$ cat src/rtl/multicycle_cu.sv
// -----------------------------------------------------------------------------
// multicycle_cu -- multi-cycle control unit for the LEGv8-subset datapath.
//
// Latches the instruction word at the end of a successful fetch and steps the
// datapath through FETCH / DECODE / EXEC / MEM using a Moore FSM.  It also
// provides a memory-ready handshake with a bus timeout, a sticky trap for
// undecodable opcodes, and a counter of retired instructions.
//
// Ports
//   clk, rst_n            clock (rising edge) / asynchronous active-low reset
//   Inst                  instruction word from RAM, latched when IL is high
//   mem_ready             RAM completes the current access this cycle
//   zero_in               ALU zero flag of the operation in this cycle
//   DA, AA, BA            destination / A / B register addresses
//   Const                 zero-extended constant (imm12, DT_address or shamt)
//   FS                    ALU function select
//   PC_SEL                00 hold, 01 PC+4, 10 PC+offset
//   WR ... SFL            single-bit datapath controls
//   illegal, bus_err      sticky trap flags (cleared only by reset)
//   retired               number of completed instructions (wraps)
// -----------------------------------------------------------------------------
module multicycle_cu #(
   parameter int INST_W  = 32,
   parameter int RA_W    = 5,
   parameter int K_W     = 12,
   parameter int TIMEOUT = 15,
   parameter int CNT_W   = 32
) (
   input  logic              clk,
   input  logic              rst_n,
   input  logic [INST_W-1:0] Inst,
   input  logic              mem_ready,
   input  logic              zero_in,
   output logic [RA_W-1:0]   DA,
   output logic [RA_W-1:0]   AA,
   output logic [RA_W-1:0]   BA,
   output logic [K_W-1:0]    Const,
   output logic [4:0]        FS,
   output logic [1:0]        PC_SEL,
   output logic              WR,
   output logic              WRR,
   output logic              RR,
   output logic              RCS,
   output logic              Reset,
   output logic              EN_ALU,
   output logic              EN_B,
   output logic              En_K,
   output logic              EN_ADDR_ALU,
   output logic              EN_ADDR_PC,
   output logic              IL,
   output logic              Cin,
   output logic              SFL,
   output logic              illegal,
   output logic              bus_err,
   output logic [CNT_W-1:0]  retired
);

   localparam logic [2:0] ST_RST    = 3'd0;
   localparam logic [2:0] ST_FETCH  = 3'd1;
   localparam logic [2:0] ST_DECODE = 3'd2;
   localparam logic [2:0] ST_EXEC   = 3'd3;
   localparam logic [2:0] ST_MEM    = 3'd4;
   localparam logic [2:0] ST_HALT   = 3'd5;

   // Instruction classes
   localparam logic [3:0] CL_BAD   = 4'd0;
   localparam logic [3:0] CL_R     = 4'd1;   // register-register ALU
   localparam logic [3:0] CL_I     = 4'd2;   // immediate ALU
   localparam logic [3:0] CL_SHIFT = 4'd3;   // LSL/LSR by shamt
   localparam logic [3:0] CL_LD    = 4'd4;
   localparam logic [3:0] CL_ST    = 4'd5;
   localparam logic [3:0] CL_B     = 4'd6;
   localparam logic [3:0] CL_CBZ   = 4'd7;
   localparam logic [3:0] CL_CBNZ  = 4'd8;

   localparam logic [4:0] FS_AND = 5'b00000;
   localparam logic [4:0] FS_ORR = 5'b00100;
   localparam logic [4:0] FS_EOR = 5'b01100;
   localparam logic [4:0] FS_ADD = 5'b01000;
   localparam logic [4:0] FS_SUB = 5'b01001;
   localparam logic [4:0] FS_LSL = 5'b10000;
   localparam logic [4:0] FS_LSR = 5'b10100;

   localparam int WCNT_W = $clog2(TIMEOUT + 1);

   logic [2:0]        state;
   logic [INST_W-1:0] ir;
   logic [WCNT_W-1:0] wait_cnt;
   logic [10:0]       op;
   logic [3:0]        cls;
   logic [4:0]        alu_fs;
   logic              alu_cin;
   logic              alu_sfl;
   logic              retire;
   logic              wait_expired;

   assign op           = ir[INST_W-1 -: 11];
   assign wait_expired = (wait_cnt == WCNT_W'(TIMEOUT - 1));

   // Opcode decode of the latched instruction (wildcards cover the shorter I/B/CB opcodes)
   always_comb begin
      cls     = CL_BAD;
      alu_fs  = FS_ADD;
      alu_cin = 1'b0;
      alu_sfl = 1'b0;
      casez (op)
         11'b10001011000: begin cls = CL_R; alu_fs = FS_ADD; end
         11'b10101011000: begin cls = CL_R; alu_fs = FS_ADD; alu_sfl = 1'b1; end
         11'b11001011000: begin cls = CL_R; alu_fs = FS_SUB; alu_cin = 1'b1; end
         11'b11101011000: begin cls = CL_R; alu_fs = FS_SUB; alu_cin = 1'b1; alu_sfl = 1'b1; end
         11'b10001010000: begin cls = CL_R; alu_fs = FS_AND; end
         11'b11101010000: begin cls = CL_R; alu_fs = FS_AND; alu_sfl = 1'b1; end
         11'b10101010000: begin cls = CL_R; alu_fs = FS_ORR; end
         11'b11001010000: begin cls = CL_R; alu_fs = FS_EOR; end
         11'b11010011011: begin cls = CL_SHIFT; alu_fs = FS_LSL; end
         11'b11010011010: begin cls = CL_SHIFT; alu_fs = FS_LSR; end
         11'b1001000100?: begin cls = CL_I; alu_fs = FS_ADD; end
         11'b1101000100?: begin cls = CL_I; alu_fs = FS_SUB; alu_cin = 1'b1; end
         11'b1001001000?: begin cls = CL_I; alu_fs = FS_AND; end
         11'b1011001000?: begin cls = CL_I; alu_fs = FS_ORR; end
         11'b1101001000?: begin cls = CL_I; alu_fs = FS_EOR; end
         11'b11111000010: cls = CL_LD;
         11'b11111000000: cls = CL_ST;
         11'b000101?????: cls = CL_B;
         11'b10110100???: cls = CL_CBZ;
         11'b10110101???: cls = CL_CBNZ;
         default:         cls = CL_BAD;
      endcase
   end

   // Register addresses and constant: pure functions of the latched instruction
   always_comb begin
      DA = RA_W'(ir[4:0]);
      AA = RA_W'(ir[9:5]);
      BA = RA_W'(ir[20:16]);
      Const = {K_W{1'b0}};
      case (cls)
         CL_I:          Const = K_W'(ir[21:10]);
         CL_SHIFT:      Const = K_W'(ir[15:10]);
         CL_LD, CL_ST:  begin Const = K_W'(ir[20:12]); BA = RA_W'(ir[4:0]); end
         CL_CBZ, CL_CBNZ: begin AA = RA_W'(5'd31); BA = RA_W'(ir[4:0]); end
         default:       Const = {K_W{1'b0}};
      endcase
   end

   // Moore control outputs; IL, WR (load) and PC_SEL (EXEC/MEM) also see mem_ready / zero_in
   always_comb begin
      FS = 5'b00000; PC_SEL = 2'b00;
      WR = 1'b0; WRR = 1'b0; RR = 1'b0; RCS = 1'b0; Reset = 1'b0;
      EN_ALU = 1'b0; EN_B = 1'b0; En_K = 1'b0; EN_ADDR_ALU = 1'b0;
      EN_ADDR_PC = 1'b0; IL = 1'b0; Cin = 1'b0; SFL = 1'b0;
      retire = 1'b0;
      case (state)
         ST_RST: Reset = 1'b1;
         ST_FETCH: begin
            EN_ADDR_PC = 1'b1; RCS = 1'b1; RR = 1'b1;
            IL = mem_ready;
         end
         ST_EXEC: begin
            case (cls)
               CL_R, CL_I, CL_SHIFT: begin
                  EN_ALU = 1'b1; WR = 1'b1; PC_SEL = 2'b01;
                  FS = alu_fs; Cin = alu_cin; SFL = alu_sfl;
                  EN_B = (cls == CL_R);
                  En_K = (cls != CL_R);
                  retire = 1'b1;
               end
               CL_LD, CL_ST: begin
                  FS = FS_ADD; En_K = 1'b1; EN_ADDR_ALU = 1'b1;
               end
               CL_B: begin
                  PC_SEL = 2'b10; retire = 1'b1;
               end
               CL_CBZ, CL_CBNZ: begin
                  EN_B = 1'b1; FS = FS_ADD; EN_ALU = 1'b1;
                  // take the branch when the register is zero (CBZ) or non-zero (CBNZ)
                  PC_SEL = (zero_in ^ (cls == CL_CBNZ)) ? 2'b10 : 2'b01;
                  retire = 1'b1;
               end
               default: retire = 1'b0;
            endcase
         end
         ST_MEM: begin
            EN_ADDR_ALU = 1'b1; RCS = 1'b1; En_K = 1'b1; FS = FS_ADD;
            RR  = (cls == CL_LD);
            WRR = (cls == CL_ST);
            if (mem_ready) begin
               WR = (cls == CL_LD);
               PC_SEL = 2'b01;
               retire = 1'b1;
            end else begin
               retire = 1'b0;
            end
         end
         default: retire = 1'b0;
      endcase
   end

   // State register, instruction latch, wait counter, trap flags and retire counter
   always_ff @(posedge clk or negedge rst_n) begin
      if (!rst_n) begin
         state    <= ST_RST;
         ir       <= {INST_W{1'b0}};
         wait_cnt <= {WCNT_W{1'b0}};
         illegal  <= 1'b0;
         bus_err  <= 1'b0;
         retired  <= {CNT_W{1'b0}};
      end else begin
         if (retire) begin
            retired <= retired + CNT_W'(1);
         end else begin
            retired <= retired;
         end
         case (state)
            ST_RST: begin
               state    <= ST_FETCH;
               wait_cnt <= {WCNT_W{1'b0}};
            end
            ST_FETCH, ST_MEM: begin
               if (mem_ready) begin
                  if (state == ST_FETCH) begin
                     ir    <= Inst;
                     state <= ST_DECODE;
                  end else begin
                     state <= ST_FETCH;
                  end
                  wait_cnt <= {WCNT_W{1'b0}};
               end else if (wait_expired) begin
                  bus_err  <= 1'b1;
                  state    <= ST_HALT;
                  wait_cnt <= {WCNT_W{1'b0}};
               end else begin
                  wait_cnt <= wait_cnt + WCNT_W'(1);
               end
            end
            ST_DECODE: begin
               if (cls == CL_BAD) begin
                  illegal <= 1'b1;
                  state   <= ST_HALT;
               end else begin
                  state   <= ST_EXEC;
               end
               wait_cnt <= {WCNT_W{1'b0}};
            end
            ST_EXEC: begin
               if ((cls == CL_LD) || (cls == CL_ST)) begin
                  state <= ST_MEM;
               end else begin
                  state <= ST_FETCH;
               end
               wait_cnt <= {WCNT_W{1'b0}};
            end
            ST_HALT: state <= ST_HALT;
            // unreachable encodings park safely until reset
            default: state <= ST_HALT;
         endcase
      end
   end

endmodule

$ cat config.mk
export PLATFORM = sky130hd
export DESIGN_NAME = multicycle_cu
export DESIGN_NICKNAME = d
export VERILOG_FILES = /design/src/rtl/multicycle_cu.sv
export SDC_FILE = /design/constraint.sdc
export NUM_CORES = 1
export LEC_CHECK = 0
export ABC_AREA = 1
export CORE_ASPECT_RATIO = 1.5
export CORE_MARGIN = 2
export CORE_UTILIZATION = 50
export CTS_BUF_LIST = sky130_fd_sc_hd__clkbuf_2 sky130_fd_sc_hd__clkbuf_4 sky130_fd_sc_hd__clkbuf_8
export CTS_CLUSTER_SIZE = 14
export DETAILED_ROUTE_END_ITERATION = 12
export PLACE_DENSITY_LB_ADDON = 0.05
export SYNTH_ARGS = -nofsm -noshare
export SYNTH_HDL_FRONTEND = slang
export SYNTH_SLANG_ARGS = --single-unit
$ cat constraint.sdc
create_clock -name clk -period 5.22 [get_ports clk]
set_input_delay 0.522 -clock clk [delete_from_list [all_inputs] [get_ports clk]]
set_output_delay 0.522 -clock clk [all_outputs]
set_load 0.05 [all_outputs]
==> impl_summary.txt <==
----------------------------------------------------
[Clocking]
  Clock root buffer ... sky130_fd_sc_hd__clkbuf_8
  H-tree depth ... 3
  Max clock buf depth ... 2
  TritonCTS Buffers ... 9
  CTS sink count ... 73
  Post CTS Setup Buffer Count ... 0
  Clock tree from TritonCTS ... yes
  Clock-pin slew on the worst setup and hold paths ... 0.08 ns
  CTS-repair resized insts ... 0
  Clock latency on the worst-skew pair ... 0.35 ns
  Number of hold buffers added after cts ... 0

[Global routing]
  Wire length of the first global-routing pass ... 21,200 um
  Vias in the first global route ... 4,539
  Antenna violations before repair ... 0
  Total routing usage reported by global routing ... 27.9%
  Total overflow reported by the global router ... 0
  Pin count of the biggest net entering global routing ... 74

[Power]
  Net switching fraction of the power ... 23.5%
  Ratio of total power to cell area ... 208 nW/um^2
  Share of total power in combinational logic ... 9.0%
  Static leakage ... 2.83 nW
  Register share of total power ... 47.1%
  Int Pwr ... 960 uW
  Worst voltage drop across the vdd grid ... 0.159 mV
  Switching power of the nets ... 295 uW
  Power share of the clock group ... 43.9%

[Route]
  Antenna viol nets, final ... 0
  Initial DRC count ... 208
  Via/cell ratio ... 5.17
  Number of iterations in the first detailed-routing pass ... 4
  Total wire length ... 12,900 um
  Post-detailed-route DRC marker count ... 0
  Average wire length per cell after detail routing ... 15.0 um
  Vias after detailed routing ... 4,449

[Logic synthesis]
  Post-synthesis net count ... 673
  Portion of synthesized cell area occupied by the leading cell type ... 39.4%
  Yosys synthesis warning count ... 0
  Number of enable flip-flop cells after synthesis ... 0
  Number of instances in the synthesized netlist ... 634
  Top cells by area, synth ... sky130_fd_sc_hd__dfrtp_1, sky130_fd_sc_hd__nand2_1, sky130_fd_sc_hd__inv_1
  Top FF cell, synth ... sky130_fd_sc_hd__dfrtp_1
  Register bit count reported by yosys ... 73
  Synth cell types ... 32
  Mean area per synthesized cell ... 7.30 um^2
  FFs w/ async S/R, synth ... 100%
  Area of the mapped netlist ... 4630 um^2
  Fraction of the yosys area taken by sequential cells ... 39.4%
  Cell taking the most area after synthesis ... sky130_fd_sc_hd__dfrtp_1

[Placement]
  Sum of net half-perimeters after detailed placement ... 9990 um
  Routability Congestion ... 0.902
  Buffers on Ports ... 115

[Finish]
  Net total in the final layout ... 782
  Number of diodes added for antenna fixing ... 0
  Fraction of layout instances using a drive strength above 1 ... 12.0%
  Filler cell count in the final layout ... 835
  Layout-stage area growth over the synthesis result ... 30.2%

[Die]
  Starting density of the core ... 50.6%
  Core Region ... 9150 um^2
  I/O pin cnt ... 117
  Std cell rows ... 43
  Full die area ... 10,100 um^2
  Width of the die ... 82.6 um
  DIE HEIGHT ... 122 um

[Timing]
  Headroom to the max-slew limit ... 36.6%
  Worst Clk Skew ... 0.0117 ns
  Setup repair after global routing missed its margin ... no
  Min Clock Period, post-route ... 3.52 ns
  Fin Setup TNS ... 0 ns
  Number of setup violations in the final report ... 0
  Worst hold margin ... 0.301 ns
  Total count of hold-check failures in the final report ... 0
  Slew at the pin with the worst max-slew slack ... 0.950 ns
  Ratio of final minimum period to clock period ... 67.5%
  Slew Limit Fails ... 0
  Maximum achievable frequency ... 284 MHz

[Setup path]
  Cells along the critical path ... inv_1 -> nand2_1 -> nor2_2 -> nand4_1 -> nand2_1 -> nor2_1 -> nor2_1 -> a21oi_1 -> clkdlybuf4s50_1
  Peak fanout along the critical path ... 11
  Category of the worst setup path capture point ... output port
  Crit path largest cell delay ... 0.84 ns
  Required @ worst endpoint ... 4.70 ns
  Category of the critical setup timing path ... flip-flop to output port
  Worst-path cell with the longest stage delay ... sky130_fd_sc_hd__clkdlybuf4s50_1
  Data arrival time of the critical path ... 3.00 ns
  Kind of start point of the critical path ... flip-flop

[Job]
  Number of violations of the max-capacitance limit ... 0

[Status]
  Status ... completed

[Worst hold path]
  Worst Hold Class ... input pin to async pin

----------------------------------------------------
[logic make-up (layout without fill, tap and decap cells)]
family	Yosys count	after routing	share of synthesized area, %
AND/OR/NAND/NOR	350	350	33.2
buffers and inverters	101	215	10.0
AO/OA/AOI/OAI	74	74	10.4
flip-flops	73	73	39.4
XOR/XNOR	32	32	6.05
adder cells (fa/ha/maj)	3	3	0.811
other	1	1	0.0810
[Yosys cell counts (2+ instances only)]
| cell type | instances |
|---|---|
| sky130_fd_sc_hd__buf_2 | 4 |
| sky130_fd_sc_hd__inv_2 | 3 |
| sky130_fd_sc_hd__nand2_2 | 34 |
| sky130_fd_sc_hd__ha_1 | 3 |
| sky130_fd_sc_hd__or2_2 | 5 |
| sky130_fd_sc_hd__o22ai_1 | 7 |
| sky130_fd_sc_hd__nand2_1 | 178 |
| sky130_fd_sc_hd__o21bai_1 | 2 |
| sky130_fd_sc_hd__nor3_1 | 18 |
| sky130_fd_sc_hd__buf_4 | 6 |
| sky130_fd_sc_hd__nand3_2 | 2 |
| sky130_fd_sc_hd__inv_1 | 78 |
| sky130_fd_sc_hd__o21ai_0 | 33 |
| sky130_fd_sc_hd__buf_12 | 3 |
| sky130_fd_sc_hd__xor2_1 | 21 |
| sky130_fd_sc_hd__nand4_1 | 21 |
| sky130_fd_sc_hd__nor2_2 | 4 |
| sky130_fd_sc_hd__a21oi_1 | 7 |
| sky130_fd_sc_hd__dfrtp_1 | 73 |
| sky130_fd_sc_hd__xnor2_1 | 11 |
| sky130_fd_sc_hd__clkbuf_1 | 5 |
| sky130_fd_sc_hd__o21ai_2 | 21 |
| sky130_fd_sc_hd__nand3_1 | 21 |
| sky130_fd_sc_hd__nor2_1 | 66 |
[critical path: cells and delay by family, from the launching register on]
kind            cells  cell delay, ns
simple gates        6            1.17
flops               1            0.42
buf+inv             2            0.92
compound gates      1            0.15
[per-layer routing]
metal	track usage, %	wire, um	vias up
li1	-	-	2212
met1	29.1	4640	2055
met2	48.3	6850	138
met3	7.04	726	44
met4	18.0	721	0
met5	0	0	-
[cells in the final DEF (no fill, tap or decap)]
master	n
sky130_fd_sc_hd__xnor2_1	11
sky130_fd_sc_hd__clkdlybuf4s50_1	114
sky130_fd_sc_hd__clkbuf_4	1
sky130_fd_sc_hd__xor2_1	21
sky130_fd_sc_hd__o22ai_1	7
sky130_fd_sc_hd__nand4_1	21
sky130_fd_sc_hd__nand3_1	21
sky130_fd_sc_hd__buf_4	3
sky130_fd_sc_hd__ha_1	3
sky130_fd_sc_hd__inv_2	3
sky130_fd_sc_hd__o21ai_2	21
sky130_fd_sc_hd__a31oi_1	1
sky130_fd_sc_hd__nand2_1	178
sky130_fd_sc_hd__clkinv_1	1
sky130_fd_sc_hd__clkinv_2	1
sky130_fd_sc_hd__o21ai_0	33
sky130_fd_sc_hd__nor2_2	5
sky130_fd_sc_hd__clkbuf_8	10
sky130_fd_sc_hd__a21boi_0	1
sky130_fd_sc_hd__nor3_1	18
sky130_fd_sc_hd__a21oi_1	7
sky130_fd_sc_hd__or2_2	5
sky130_fd_sc_hd__clkinvlp_4	1
sky130_fd_sc_hd__o211ai_1	1
sky130_fd_sc_hd__o21bai_1	2
sky130_fd_sc_hd__o21ai_4	1
sky130_fd_sc_hd__nor2_1	65
sky130_fd_sc_hd__conb_1	1
sky130_fd_sc_hd__bufinv_16	3
sky130_fd_sc_hd__dfrtp_1	73
sky130_fd_sc_hd__nand2_2	34
sky130_fd_sc_hd__nand3_2	2
sky130_fd_sc_hd__nand3b_1	1
sky130_fd_sc_hd__inv_1	78
[area by class of cell]
| class | instances | area (um^2) | area share (%) |
|---|---|---|---|
| clock buffers | 11 | 145 | 2.41 |
| clock inverters | 5 | 103 | 1.70 |
| inverters | 82 | 308 | 5.10 |
| multi-input cells | 460 | 2340 | 38.9 |
| flip-flops and latches | 73 | 1830 | 30.3 |
| well taps | 112 | 140 | 2.32 |
| repair buffers | 117 | 1160 | 19.3 |
[power by group through the flow]
stage | registers, mW | logic, mW | clock network (mW)
finish | 0.591 | 0.114 | 0.550
global route | 0.593 | 0.124 | 0.587
CTS | 0.591 | 0.115 | 0.563
detailed placement | 0.601 | 0.115 | 0
global placement | 0.601 | 0.114 | 0
floorplan | 0.599 | 0.0586 | 0
[per-stage QoR]
stage | power, mW | util (%) | instances | worst slack [ns] | area [um^2]
floorplan | 0.657 | - | 634 | 2.25 | 4630
global placement | 0.715 | 63.2 | 844 | 2.06 | 5780
detailed placement | 0.716 | 63.2 | 844 | 2.06 | 5780
CTS | 1.27 | 65.9 | 860 | 1.65 | 6030
global route | 1.30 | 65.9 | 860 | 1.37 | 6030
finish | 1.25 | 65.9 | 860 | 1.70 | 6030
[flip-flops by register name (all words and copies together) (netlist names)]
name and flops:
bus_err 1, illegal 1, ir 32, retired 32
state 3, wait_cnt 4
[path summary, 6_finish.rpt]
path,startpoint,end,slack (ns),depth (start not counted)
max,ir[30],BA[3],1.70,9
min in group clk,ir[7],ir[7],0.48,2
max reg2reg,ir[29],retired[3],2.48,12
max in group asynchronous,rst_n,ir[20],4.28,1
min,rst_n,retired[6],0.30,1
min reg2reg,ir[7],ir[7],0.48,2
(Power assumes the default switching activity.)
